## config.mk

```make
export PLATFORM = sky130hd
export DESIGN_NAME = m68k_bus_arbiter_flat
export DESIGN_NICKNAME = d
export VERILOG_FILES = /design/src/rtl/pistorm_pkg.sv /design/src/rtl/m68k_bus_arbiter_if.sv /design/src/rtl/pistorm_sync.sv /design/src/rtl/m68k_bus_arbiter.sv /design/src/flat_wrapper.sv
export SDC_FILE = /design/constraint.sdc
export NUM_CORES = 1
export LEC_CHECK = 0
export ABC_AREA = 1
export CORE_UTILIZATION = 45
export DETAILED_ROUTE_END_ITERATION = 7
export MAX_ROUTING_LAYER = met4
export PLACE_DENSITY = 0.65
export REMOVE_ABC_BUFFERS = 1
export SLEW_MARGIN = 0
export SYNTH_ARGS = -nofsm -noshare
export SYNTH_HDL_FRONTEND = slang
export SYNTH_HIERARCHICAL = 1
export SYNTH_SLANG_ARGS = --single-unit
```

## constraint.sdc

```tcl
create_clock -name M68K_CLK -period 1.4 [get_ports M68K_CLK]
set_input_delay 0.28 -clock M68K_CLK [delete_from_list [all_inputs] [get_ports M68K_CLK]]
set_output_delay 0.28 -clock M68K_CLK [all_outputs]
set_load 0.02 [all_outputs]
```

## src/rtl/pistorm_pkg.sv

```systemverilog
// pistorm_pkg: shared arbiter state encoding, parameter defaults and status bit positions
package pistorm_pkg;
  typedef enum logic [2:0] {
    RST_HOLD, IDLE, PI_CYCLE, PI_FIRST, GRANT_PEND, DMA_OWNED, RELEASE
  } arb_state_t;
  localparam int SYNC_STAGES_DEF = 2;
  localparam int GRANT_TIMEOUT_DEF = 64;
  localparam int STAT_DMA_ACTIVE_BIT = 0;
  localparam int STAT_GRANT_ERR_BIT = 1;
  function automatic logic [7:0] status_bits(logic dma_active, logic grant_err);
    status_bits = '0;
    status_bits[STAT_DMA_ACTIVE_BIT] = dma_active;
    status_bits[STAT_GRANT_ERR_BIT] = grant_err;
  endfunction
endpackage

```

## src/rtl/m68k_bus_arbiter_if.sv

```systemverilog
// m68k_bus_arbiter_if: 68000 BR/BG/BGACK wires plus the Pi engine handshake and status
interface m68k_bus_arbiter_if;
  logic BR_n, BGACK_n, BG_n;
  logic cyc_req, cyc_gnt, cyc_done;
  logic drive_en, dma_active, grant_err, err_clr;
  modport master (
    input BR_n, BGACK_n, cyc_req, cyc_done, err_clr,
    output BG_n, cyc_gnt, drive_en, dma_active, grant_err
  );
  modport slave (
    output BR_n, BGACK_n, cyc_req, cyc_done, err_clr,
    input BG_n, cyc_gnt, drive_en, dma_active, grant_err
  );
endinterface

```

## src/rtl/pistorm_sync.sv

```systemverilog
// pistorm_sync: N-stage synchronizer whose stages preset to RST_VAL on async reset
module pistorm_sync #(
  parameter int N = 2,
  parameter logic RST_VAL = 1'b1
) (
  input  logic clk,
  input  logic rst_n,
  input  logic d,
  output logic q
);
  logic [N-1:0] s;
  always_ff @(posedge clk or negedge rst_n)
    if (!rst_n) s <= {N{RST_VAL}};
    else s <= {s[N-2:0], d};
  assign q = s[N-1];
endmodule

```

## src/rtl/m68k_bus_arbiter.sv

```systemverilog
// m68k_bus_arbiter: synchronous BR/BG/BGACK arbiter between the Pi engine and DMA masters
module m68k_bus_arbiter
  import pistorm_pkg::*;
#(
  parameter int SYNC_STAGES = SYNC_STAGES_DEF,
  parameter int GRANT_TIMEOUT = GRANT_TIMEOUT_DEF,
  parameter logic BG_EARLY = 1'b1
) (
  input logic M68K_CLK,
  input logic M68K_RESET_n,
  m68k_bus_arbiter_if.master bus
);
  arb_state_t state;
  logic br_s, bgack_s, brq, bgack, lock, grant, timeout;
  logic bg_n, drive_en, cyc_gnt, dma_active, grant_err;
  logic [7:0] cnt;
  pistorm_sync #(.N(SYNC_STAGES), .RST_VAL(1'b1)) u_br_sync (
    .clk(M68K_CLK), .rst_n(M68K_RESET_n), .d(bus.BR_n), .q(br_s)
  );
  pistorm_sync #(.N(SYNC_STAGES), .RST_VAL(1'b1)) u_bgack_sync (
    .clk(M68K_CLK), .rst_n(M68K_RESET_n), .d(bus.BGACK_n), .q(bgack_s)
  );
  assign brq = !br_s;
  assign bgack = !bgack_s;
  // after a timeout no grant is issued until BR has been seen negated
  assign grant = brq && !lock;
  assign timeout = cnt == 8'(GRANT_TIMEOUT - 1);
  always_ff @(posedge M68K_CLK or negedge M68K_RESET_n)
    if (!M68K_RESET_n) begin
      state <= RST_HOLD;
      cnt <= '0;
      lock <= 1'b0;
      bg_n <= 1'b1;
      drive_en <= 1'b0;
      cyc_gnt <= 1'b0;
      dma_active <= 1'b0;
      grant_err <= 1'b0;
    end else begin
      if (!brq) lock <= 1'b0;
      if (bus.err_clr) grant_err <= 1'b0;
      case (state)
        RST_HOLD: begin
          state <= IDLE;
          drive_en <= 1'b1;
        end
        IDLE:
          if (grant) begin
            state <= GRANT_PEND;
            bg_n <= 1'b0;
            drive_en <= 1'b0;
            cnt <= '0;
          end else if (bus.cyc_req) begin
            state <= PI_CYCLE;
            cyc_gnt <= 1'b1;
          end
        PI_CYCLE, PI_FIRST:
          if (bus.cyc_done) begin
            cyc_gnt <= 1'b0;
            state <= grant ? GRANT_PEND : IDLE;
            bg_n <= !grant;
            drive_en <= !grant;
            cnt <= '0;
          end else bg_n <= !(BG_EARLY && state == PI_CYCLE && grant);
        GRANT_PEND: begin
          cnt <= (cnt == 8'hFF) ? cnt : cnt + 8'd1;
          if (bgack) begin
            state <= DMA_OWNED;
            bg_n <= 1'b1;
            dma_active <= 1'b1;
          end else if (!brq || timeout) begin
            state <= IDLE;
            bg_n <= 1'b1;
            drive_en <= 1'b1;
            grant_err <= timeout && brq ? 1'b1 : (bus.err_clr ? 1'b0 : grant_err);
            lock <= brq;
          end
        end
        DMA_OWNED:
          if (!bgack) begin
            state <= RELEASE;
            dma_active <= 1'b0;
          end
        RELEASE: begin
          drive_en <= 1'b1;
          state <= bus.cyc_req ? PI_FIRST : IDLE;
          cyc_gnt <= bus.cyc_req;
        end
        default: state <= RST_HOLD;
      endcase
    end
  assign bus.BG_n = bg_n;
  assign bus.drive_en = drive_en;
  assign bus.cyc_gnt = cyc_gnt;
  assign bus.dma_active = dma_active;
  assign bus.grant_err = grant_err;
endmodule

```

## src/flat_wrapper.sv

```systemverilog
// flat-port wrapper written by rule: the top's interface ports become plain ports
module m68k_bus_arbiter_flat import pistorm_pkg::*;
#(
  parameter int SYNC_STAGES = SYNC_STAGES_DEF,
  parameter int GRANT_TIMEOUT = GRANT_TIMEOUT_DEF,
  parameter logic BG_EARLY = 1'b1
)
  (M68K_CLK, M68K_RESET_n, bus_BR_n, bus_BGACK_n, bus_cyc_req, bus_cyc_done, bus_err_clr, bus_BG_n, bus_cyc_gnt, bus_drive_en, bus_dma_active, bus_grant_err);
  m68k_bus_arbiter_if bus_i ();
  input logic M68K_CLK;
  input logic M68K_RESET_n;
  input wire logic [$bits(bus_i.BR_n)-1:0] bus_BR_n;
  input wire logic [$bits(bus_i.BGACK_n)-1:0] bus_BGACK_n;
  input wire logic [$bits(bus_i.cyc_req)-1:0] bus_cyc_req;
  input wire logic [$bits(bus_i.cyc_done)-1:0] bus_cyc_done;
  input wire logic [$bits(bus_i.err_clr)-1:0] bus_err_clr;
  output wire logic [$bits(bus_i.BG_n)-1:0] bus_BG_n;
  output wire logic [$bits(bus_i.cyc_gnt)-1:0] bus_cyc_gnt;
  output wire logic [$bits(bus_i.drive_en)-1:0] bus_drive_en;
  output wire logic [$bits(bus_i.dma_active)-1:0] bus_dma_active;
  output wire logic [$bits(bus_i.grant_err)-1:0] bus_grant_err;
  assign bus_i.BR_n = bus_BR_n;
  assign bus_i.BGACK_n = bus_BGACK_n;
  assign bus_i.cyc_req = bus_cyc_req;
  assign bus_i.cyc_done = bus_cyc_done;
  assign bus_i.err_clr = bus_err_clr;
  assign bus_BG_n = bus_i.BG_n;
  assign bus_cyc_gnt = bus_i.cyc_gnt;
  assign bus_drive_en = bus_i.drive_en;
  assign bus_dma_active = bus_i.dma_active;
  assign bus_grant_err = bus_i.grant_err;
  m68k_bus_arbiter #(.SYNC_STAGES(SYNC_STAGES), .GRANT_TIMEOUT(GRANT_TIMEOUT), .BG_EARLY(BG_EARLY)) u_core (.M68K_CLK(M68K_CLK), .M68K_RESET_n(M68K_RESET_n), .bus(bus_i));
endmodule
```

Word level (Yosys, flattened, before mapping)
Index checks and enable logic that the tools add are counted.
W data, S select, Z words.
{"block": "word_totals", "mem_bits_rw": 0, "output_inout_bits": 5, "reg_bits": 21, "inputBits": 7, "latchBits": 0, "mem_bits_ro": 0, "word_cells": 88, "mem_count": 0}
{"block": "classes", "n_mux": 37, "bitwise_logic": 0, "n_shift": 0, "n_mul": 0, "magnitude_cmp": 0, "div": 0, "reduce_logical": 21, "addsub": 1, "eq_ne": 19}
{"op": "$mux W8", "n": 3}
{"op": "$pmux W8 S3", "n": 1}
{"op": "$mux W3", "n": 7}
{"op": "$mux W1", "n": 20}
{"op": "$pmux W3 S6", "n": 1}
{"op": "$ne A2 B2 Y1 const B", "n": 7}
{"op": "$reduce_and A4 Y1", "n": 3}
{"op": "$eq A3 B3 Y1 const B", "n": 3}
{"op": "$add A8 B1 Y8 const B", "n": 1}
{"op": "$eq A8 B6 Y1 const B", "n": 1}
{"op": "$eq A8 B8 Y1 const B", "n": 1}
{"op": "$eq A3 B2 Y1 const B", "n": 2}
{"op": "$ne A3 B2 Y1 const B", "n": 2}
{"op": "$pmux W1 S3", "n": 2}
{"op": "$reduce_and A3 Y1", "n": 2}
{"op": "$reduce_bool A3 Y1", "n": 2}
{"op": "$reduce_and A5 Y1", "n": 1}
{"op": "$logic_not A1 Y1", "n": 4}
{"op": "$ne A2 B1 Y1 const B", "n": 2}
{"op": "$pmux W1 S4", "n": 1}
{"op": "$reduce_bool A4 Y1", "n": 1}
{"op": "$reduce_or A2 Y1", "n": 2}
{"op": "$eq A3 B1 Y1 const B", "n": 1}
{"op": "$logic_and A1 B1 Y1", "n": 3}
{"op": "other kinds (5)", "n": 5}

Logic depth before layout (Yosys ltp)
Gate-level depths: netlist of the first run.
{"block": "logic_depth", "depth_word": 6, "mapped_depth": 9, "mapped_depth_nobuf": 8}

Hierarchy
Netlist of the first run, hierarchy kept.
{"module": "m68k_bus_arbiter", "instances": 1, "seq_area_each_um2": 426.7, "cells_per_inst": 166, "area_per_inst_um2": 1229.9}
{"module": "pistorm_sync", "instances": 2, "seq_area_each_um2": 52.6, "cells_per_inst": 2, "area_per_inst_um2": 52.6}

Least setup slack after synthesis of the first run
OpenSTA, ideal clock, no wires.
{"block": "synth_path", "path_type": "register to register", "from": "reg u_core.cnt[0]", "to": "reg u_core.state[0]", "t_required_ns": 1.283, "stages_incl_launch_ff": 9, "path_slack_ns": 0.081, "setup_time_ns": 0.117, "arrival_ns": 1.203, "n_path_buf": 0, "synth_period_minus_slack_ns": 1.319, "cell_sequence": "dfrtp_1 > ha_1 > nand2_1 > nor2_2 > nand3_1 > nand2_2 > nand2_1 > nand2_1 > nand2_1"}
{"block": "synth_between", "elab_chain_cells": 4}
{"element": "start: declaration", "line": "m68k_bus_arbiter.sv:16", "source": "logic [7:0] cnt;"}
{"element": "start signal: assignment", "line": "m68k_bus_arbiter.sv:65", "source": "cnt <= (cnt == 8'hFF) ? cnt : cnt + 8'd1;"}
{"element": "$eq A8 B6 Y1", "line": "m68k_bus_arbiter.sv:27", "source": "assign timeout = cnt == 8'(GRANT_TIMEOUT - 1);"}
{"element": "$logic_or A1 B1 Y1", "line": "m68k_bus_arbiter.sv:70", "source": "end else if (!brq || timeout) begin"}
{"element": "$ne A3 B2 Y1 (no source line)"}
{"element": "$reduce_and A4 Y1 (no source line)"}
{"element": "end signal: assignment", "line": "m68k_bus_arbiter.sv:59", "source": "state <= grant ? GRANT_PEND : IDLE;"}
{"element": "end signal: assignment", "line": "m68k_bus_arbiter.sv:85", "source": "state <= bus.cyc_req ? PI_FIRST : IDLE;"}
{"element": "end: declaration", "line": "m68k_bus_arbiter.sv:13", "source": "arb_state_t state;"}
Every way passes these cells.
A chain may end at the register's enable or synchronous reset.

Final worst setup path of the first run
{"block": "layout_path", "from": "reg u_core.state[2]", "to": "reg u_core.cyc_gnt, in the netlist u_core/bus.cyc_gnt"}
{"block": "layout_between", "elab_chain_cells": 4, "word_cells_on_any_way": 11, "classes_between": "7 x eq/ne; 1 x mux; 3 x reduce/logical"}
{"element": "$eq A3 B2 Y1", "line": "m68k_bus_arbiter.sv:41", "source": "case (state)"}
{"element": "$reduce_or A2 Y1", "line": "m68k_bus_arbiter.sv:41"}
{"element": "$ne A2 B2 Y1 (no source line) or $reduce_bool A3 Y1 (tied branches)"}
{"element": "$reduce_and A4 Y1 (no source line)"}
{"element": "end signal: assignment", "line": "m68k_bus_arbiter.sv:86", "source": "cyc_gnt <= bus.cyc_req;"}
{"element": "end: declaration", "line": "m68k_bus_arbiter.sv:15", "source": "logic bg_n, drive_en, cyc_gnt, dma_active, grant_err;"}
Several ways; a longest one is shown, not always the timed one.

==> impl_metrics.tcl, run 1 <==
set metrics [dict create \
    synthDominantCellAreaShare 0.2999 \
    number_of_register_bits_inferred_by_synthesis 21 \
    path_class "reg2reg" \
    critical_path.startpoint "u_core/state[2]" \
    crit_required_ps 1600 \
    cts_tree "built" \
    synthesis.instances 170 \
    rsz0062_at_grt "no" \
    antenna_violating_nets_post_route 0 \
    layout.cell_area.non_filler_um2 1629 \
    netlist_top_cells_area "sky130_fd_sc_hd__dfrtp_1 (30%), sky130_fd_sc_hd__nand2_1 (16%), sky130_fd_sc_hd__dfstp_2 (9.8%)" \
    die_width_um 56.47 \
    power_w 0.002800 \
    startpoint_type_of_the_worst_setup_path "register" \
    number_of_library_cell_types_mapped_by_synthesis 25 \
    clkSinkCount 21 \
    area_of_the_mapped_netlist_um2 1335 \
    finalSetupTns_ps 0 \
    gr-total-overflow 0 \
    synthTopCellsByCount "sky130_fd_sc_hd__nand2_1 (57), sky130_fd_sc_hd__nand3_1 (22), sky130_fd_sc_hd__dfrtp_1 (16)" \
    clkSlewWorstSetupHoldPaths_ps 110 \
    grt_start_max_net_pins 22 \
    dp_hpwl_um 2052 \
    layout_min_cycle_time_ps 1328 \
    min-delay-path-class "in2async" \
    seq_area_um2 535.5 \
    top_level_ports 12 \
    antenna_found_initial 0 \
    worstPathArrival_ps 1530 \
    end_kind "register" \
    routed-via-count 1163 \
    setup_viol 0 \
    route.final.wire_length_um 2699 \
    fin_worst_skew_ps 1.734 \
    final_nets 203 \
    power.density_cell_area_nw_per_um2 1719 \
    design.die.area_um2 3188 \
    outcome "complete, no violations" \
    period_utilization 0.9489 \
    initial_drt_markers 27 \
    synth_area_per_cell_um2 7.853 \
    cell_taking_the_most_area_after_synthesis "sky130_fd_sc_hd__dfrtp_1" \
    hold_viol 0 \
    cts-hold-fix-buffers 0 \
    placed_area_um2 1551 \
    number_of_fillers_in_the_final_layout 251 \
    place_congestion 0.8411 \
    number_of_synthesized_flops_with_an_enable_pin 0 \
    r2r_start "u_core/state[2]" \
    clock_insertion_delay_worst_skew_ps 290 \
    layout-drive-gt1-share 0.3041 \
    drt-pass1-iter-count 4 \
    rrSetupSlack_ps 70 \
    die_height_um 56.47 \
    grt_first_pass_wirelength_um 4505 \
    met2RoutedLength_um 1252 \
    grtUsageTotal 0.1852 \
    clockBufferDepth 2 \
    route.detailed.drc 0 \
    wl_per_cell_um 12.00 \
    layout-area-overhead-vs-synth_pct 22.02 \
    initial_utilization 0.4800 \
    worst-slew-pin-transition_ps 343.7 \
    clock-root-buffer "sky130_fd_sc_hd__clkbuf_4" \
    cellLeakagePower_nw 0.8031 \
    total_number_of_placement_rows 19 \
    postSynth.topFlopCell "sky130_fd_sc_hd__dfrtp_1" \
    cap_viol_max_count 0 \
    route.layer.met1.wl_um 1352 \
    critical_path.max_fanout 5 \
    max_freq_ghz 0.7528 \
    drv_slew 0 \
    buffer_ports.inserted 11 \
    cts_buffers 3 \
    yosysSeqAreaShare 0.3983 \
    cts.htree.levels 1 \
    synthArstFlopShare 1.000 \
    vias_in_the_first_global_route 1046 \
    area_of_combinational_cells_with_multiple_inputs_um2 772.0 \
    synth-warning-count 6 \
    core-area_um2 2781 \
    power.ir.vdd_worst_v 0.001594 \
    topRoutingLayerUsed "met4" \
    diodes 0 \
    worst_slew_margin_rel 0.7700 \
    wl_met3_um 76 \
    route.detailed.vias_per_inst 5.169 \
    most_instantiated_library_cell_after_synthesis "sky130_fd_sc_hd__nand2_1" \
]
-- registers in the layout (all words and copies together) (netlist names) --
register,count
u_core/cnt,8
u_core/state,3
u_core/u_bgack_sync/s,2
u_core/u_br_sync/s,2
u_core/bus.BG_n,1
u_core/bus.cyc_gnt,1
u_core/bus.dma_active,1
u_core/bus.drive_en,1
u_core/bus.grant_err,1
u_core/lock,1
-- worst max-delay path: stages (launching register included) --
cell	delay, ps
sky130_fd_sc_hd__dfrtp_2	470
sky130_fd_sc_hd__buf_4	180
sky130_fd_sc_hd__nand2_1	120
sky130_fd_sc_hd__nand2_1	60
sky130_fd_sc_hd__a21oi_1	170
sky130_fd_sc_hd__nand3_1	100
sky130_fd_sc_hd__nand2_1	80
sky130_fd_sc_hd__nand2_1	50
-- path summary, 6_finish.rpt --
path	to	cells after the start
max	u_core/bus.cyc_gnt	7
min	u_core/bus.cyc_gnt	2
max reg2reg	u_core/bus.cyc_gnt	7
min reg2reg	u_core/u_bgack_sync/s[1]	0
max in group asynchronous	u_core/u_bgack_sync/s[1]	2
min in group M68K_CLK	u_core/u_bgack_sync/s[1]	0
-- metrics by stage --
stage	worst slack, ps	hold slack [ps]	cells	utilization
after floorplan	74.42	-15.59	168	-
after global placement	-108.4	347.1	219	0.5578
after detailed placement	-151.6	350.4	219	0.5578
after CTS	2.759	305.9	225	0.5758
after global routing	1.505	311.9	225	0.5857
final	71.56	305.5	225	0.5857
-- placed cells by master, fill, tap and decap left out, drive strengths merged --
cell type / count
a21oi: 3
buf: 12
clkbuf: 4
clkdlybuf4s50: 6
dfrtp: 16
dfstp: 5
dlygate4sd2: 4
ha: 1
inv: 15
nand2: 63
nand3: 29
nand3b: 1
nand4: 4
nor2: 23
o21ai: 4
o21bai: 1
or2: 3
-- kinds of logic after synthesis --
kind of cell    Yosys count  share of synthesized area
compound gates            8                    0.03186
flops                    21                     0.3983
fa+ha+maj                 1                   0.009371
simple gates            123                     0.5052
buf+inv                  17                    0.05529
-- metal layers --
metal,vias up,global-route usage
li1,602,-
met1,546,0.2563
met5,-,-
met4,0,0.05226
met2,13,0.2790
met3,2,0.03456
-- layout make-up --
type,count,area share
Timing Repair Buffer,22,0.1198
Multi-Input combinational cell,132,0.4739
Tap cell,31,0.02381
Inverter,15,0.03763
Sequential cell,21,0.3287
Clock buffer,4,0.01613
-- power breakdown --
part           switching, W  internal [W]  total (W)
clock              0.000177      0.000111   0.000288
sequential         0.000139      0.000753   0.000892
combinational      0.000984      0.000636    0.00162
total               0.00130       0.00150    0.00280
-- what timing repair did --
action                                 CTS  global route
pin swaps                                2             5
resized for setup                       10            12
setup buffers                            2             0
setup endpoints to repair                7            14
endpoints found under the hold margin    0             0
No activity file was read; power rests on OpenSTA's default activity.
==> run 2, diff against run 1 <==
- CORE_MARGIN: not set -> 2
- CORE_UTILIZATION: 45 -> 44
- PLACE_DENSITY: 0.65 -> 0.64
==> impl_metrics.tcl, run 2 (synthesis gave the netlist of run 1 again) <==
set metrics [dict create \
    max_freq_ghz 0.7346 \
    worst_path_dominant_cell_family "simple AND/OR/NAND/NOR gates" \
    cap_viol_max_count 0 \
    clock_power_share 0.108 \
    cts-hold-fix-buffers 0 \
    critical_path.max_fanout 4 \
    cts_buffers 3 \
    core-area_um2 2829 \
    layout.cell_area.non_filler_um2 1670 \
    power.ir.vdd_worst_v 0.001196 \
    number_of_fillers_in_the_final_layout 266 \
    hold_viol 0 \
    grt_start_max_net_pins 22 \
    comb_power_share 0.584 \
    clockBufferDepth 2 \
    die_height_um 59.09 \
    design.die.area_um2 3491 \
    layout_top_registers "u_core/cnt: 8 flops, u_core/state: 3 flops" \
    preCtsSetupSlack_ps -160.4 \
    antenna_found_initial 0 \
    area_of_combinational_cells_with_multiple_inputs_um2 789.5 \
    die_width_um 59.09 \
    dp_hpwl_um 2125 \
    grtUsageTotal 0.1927 \
    clkSlewWorstSetupHoldPaths_ps 120 \
    layout_commonest_cell "sky130_fd_sc_hd__nand2_1" \
    antenna_violating_nets_post_route 0 \
    p_sw_frac 0.4672 \
    diodes 0 \
    place_congestion 0.8530 \
    initial_drt_markers 45 \
    startpoint_type_of_the_worst_setup_path "register" \
    critical_path.slowest_cell "sky130_fd_sc_hd__dfrtp_1" \
    layout_common_cells "sky130_fd_sc_hd__nand2_1 (55), sky130_fd_sc_hd__nand3_1 (21), sky130_fd_sc_hd__dfrtp_1 (13), sky130_fd_sc_hd__inv_1 (11), sky130_fd_sc_hd__nor2_1 (11)" \
    top_level_ports 12 \
    wl_per_cell_um 12.34 \
    layout_min_cycle_time_ps 1361 \
    total_number_of_placement_rows 19 \
    route.detailed.vias_per_inst 5.164 \
    largest-register "u_core/cnt" \
    path_class "reg2reg" \
    initial_utilization 0.4719 \
    worstPathArrival_ps 1580 \
    finalSetupTns_ps 0 \
    drt-pass1-iter-count 5 \
    clock-root-buffer "sky130_fd_sc_hd__clkbuf_4" \
    worst_slew_margin_rel 0.8206 \
    crit_required_ps 1620 \
    fin_worst_skew_ps 8.361 \
    route.detailed.drc 0 \
    clock_insertion_delay_worst_skew_ps 320 \
    path_cells "ha_4, nand2_4, nor2_4, buf_12, nand3_4, nand2_4, nor2_4, nand2_1, nand2_1" \
    cts_tree "built" \
    p_sw_w 0.001335 \
    final_nets 204 \
    worst-slew-pin-transition_ps 269.0 \
    rsz0062_at_grt "yes" \
    placed_area_um2 1559 \
    seq_area_um2 535.5 \
    buffer_ports.inserted 11 \
    layout-drive-gt1-share 0.3179 \
    outcome "complete, no violations" \
    internal_power_w 0.001522 \
    timing.critical_path.slowest_cell_delay_ps 410 \
    critical_path.n_buffers_inverters 1 \
    sequentialPowerShare 0.308 \
    gr-total-overflow 0 \
    cellLeakagePower_nw 0.8109 \
    route.final.wire_length_um 2788 \
    vias_in_the_first_global_route 1132 \
    min-delay-path-class "in2async" \
    grt_first_pass_wirelength_um 4940 \
    drv_slew 0 \
    hold-worst-slack_ps 286.8 \
    period_utilization 0.9723 \
    cts.htree.levels 1 \
    final_util 0.5904 \
    power.density_cell_area_nw_per_um2 1711 \
    setup_viol 0 \
    layout-area-overhead-vs-synth_pct 25.12 \
    end_kind "register" \
    clkSinkCount 21 \
    final_critical_path_setup_slack_ps 38.80 \
    largest_register_ffs 8 \
    routed-via-count 1167 \
]
[run 2: changes by cell type in the layout (fill, tap and decap cells not counted), sizes merged]
cell and change:
clkbuf -1, clkinvlp +1, buf +1
[run 2: cell type report]
cell class,count,share of cell area
clock buffers,3,0.01348
clock inverters,1,0.004494
multi-input cells,132,0.4727
inverters,15,0.03670
repair buffers,23,0.1288
well taps,31,0.02322
flip-flops and latches,21,0.3206
[run 2: per-stage QoR]
step / total power, W / cells
finish: 0.002857 / 226
global route: 0.003109 / 226
CTS: 0.002818 / 224
detailed placement: 0.002537 / 220
global placement: 0.002505 / 220
floorplan: 0.001988 / 168
[run 2: layer usage]
| metal | GRT usage | wire length, um | vias up |
|---|---|---|---|
| met3 | 0.03930 | 86 | 5 |
| met1 | 0.2469 | 1301 | 541 |
| li1 | - | - | 601 |
| met4 | 0.05519 | 51 | 0 |
| met2 | 0.3095 | 1348 | 20 |
| met5 | - | 0 | - |
[run 2: final timing paths]
check / start / endpoint / slack (ps) / cells after the start
max: u_core/cnt[0] / u_core/cnt[7] / 40 / 9
min: M68K_RESET_n / u_core/cnt[2] / 290 / 2
max reg2reg: u_core/cnt[0] / u_core/cnt[7] / 40 / 9
min reg2reg: u_core/u_bgack_sync/s[0] / u_core/u_bgack_sync/s[1] / 360 / 0
max in group asynchronous: M68K_RESET_n / u_core/u_bgack_sync/s[1] / 830 / 2
min in group M68K_CLK: bus_BGACK_n / u_core/u_bgack_sync/s[0] / 360 / 1
[run 2: repair_timing]
| action | 4_1_cts | 5_1_grt |
|---|---|---|
| setup endpoints to repair | 7 | 14 |
| setup buffers | 0 | 2 |
| gates resized for setup | 9 | 16 |
| pin swaps | 0 | 3 |
[run 2: power by group through the flow]
stage               logic (W)  clock network (W)  registers, W
floorplan             0.00101                  0      0.000980
global placement      0.00163                  0      0.000871
detailed placement    0.00166                  0      0.000874
CTS                   0.00162           0.000333      0.000861
global route          0.00186           0.000353      0.000901
finish                0.00167           0.000309      0.000881
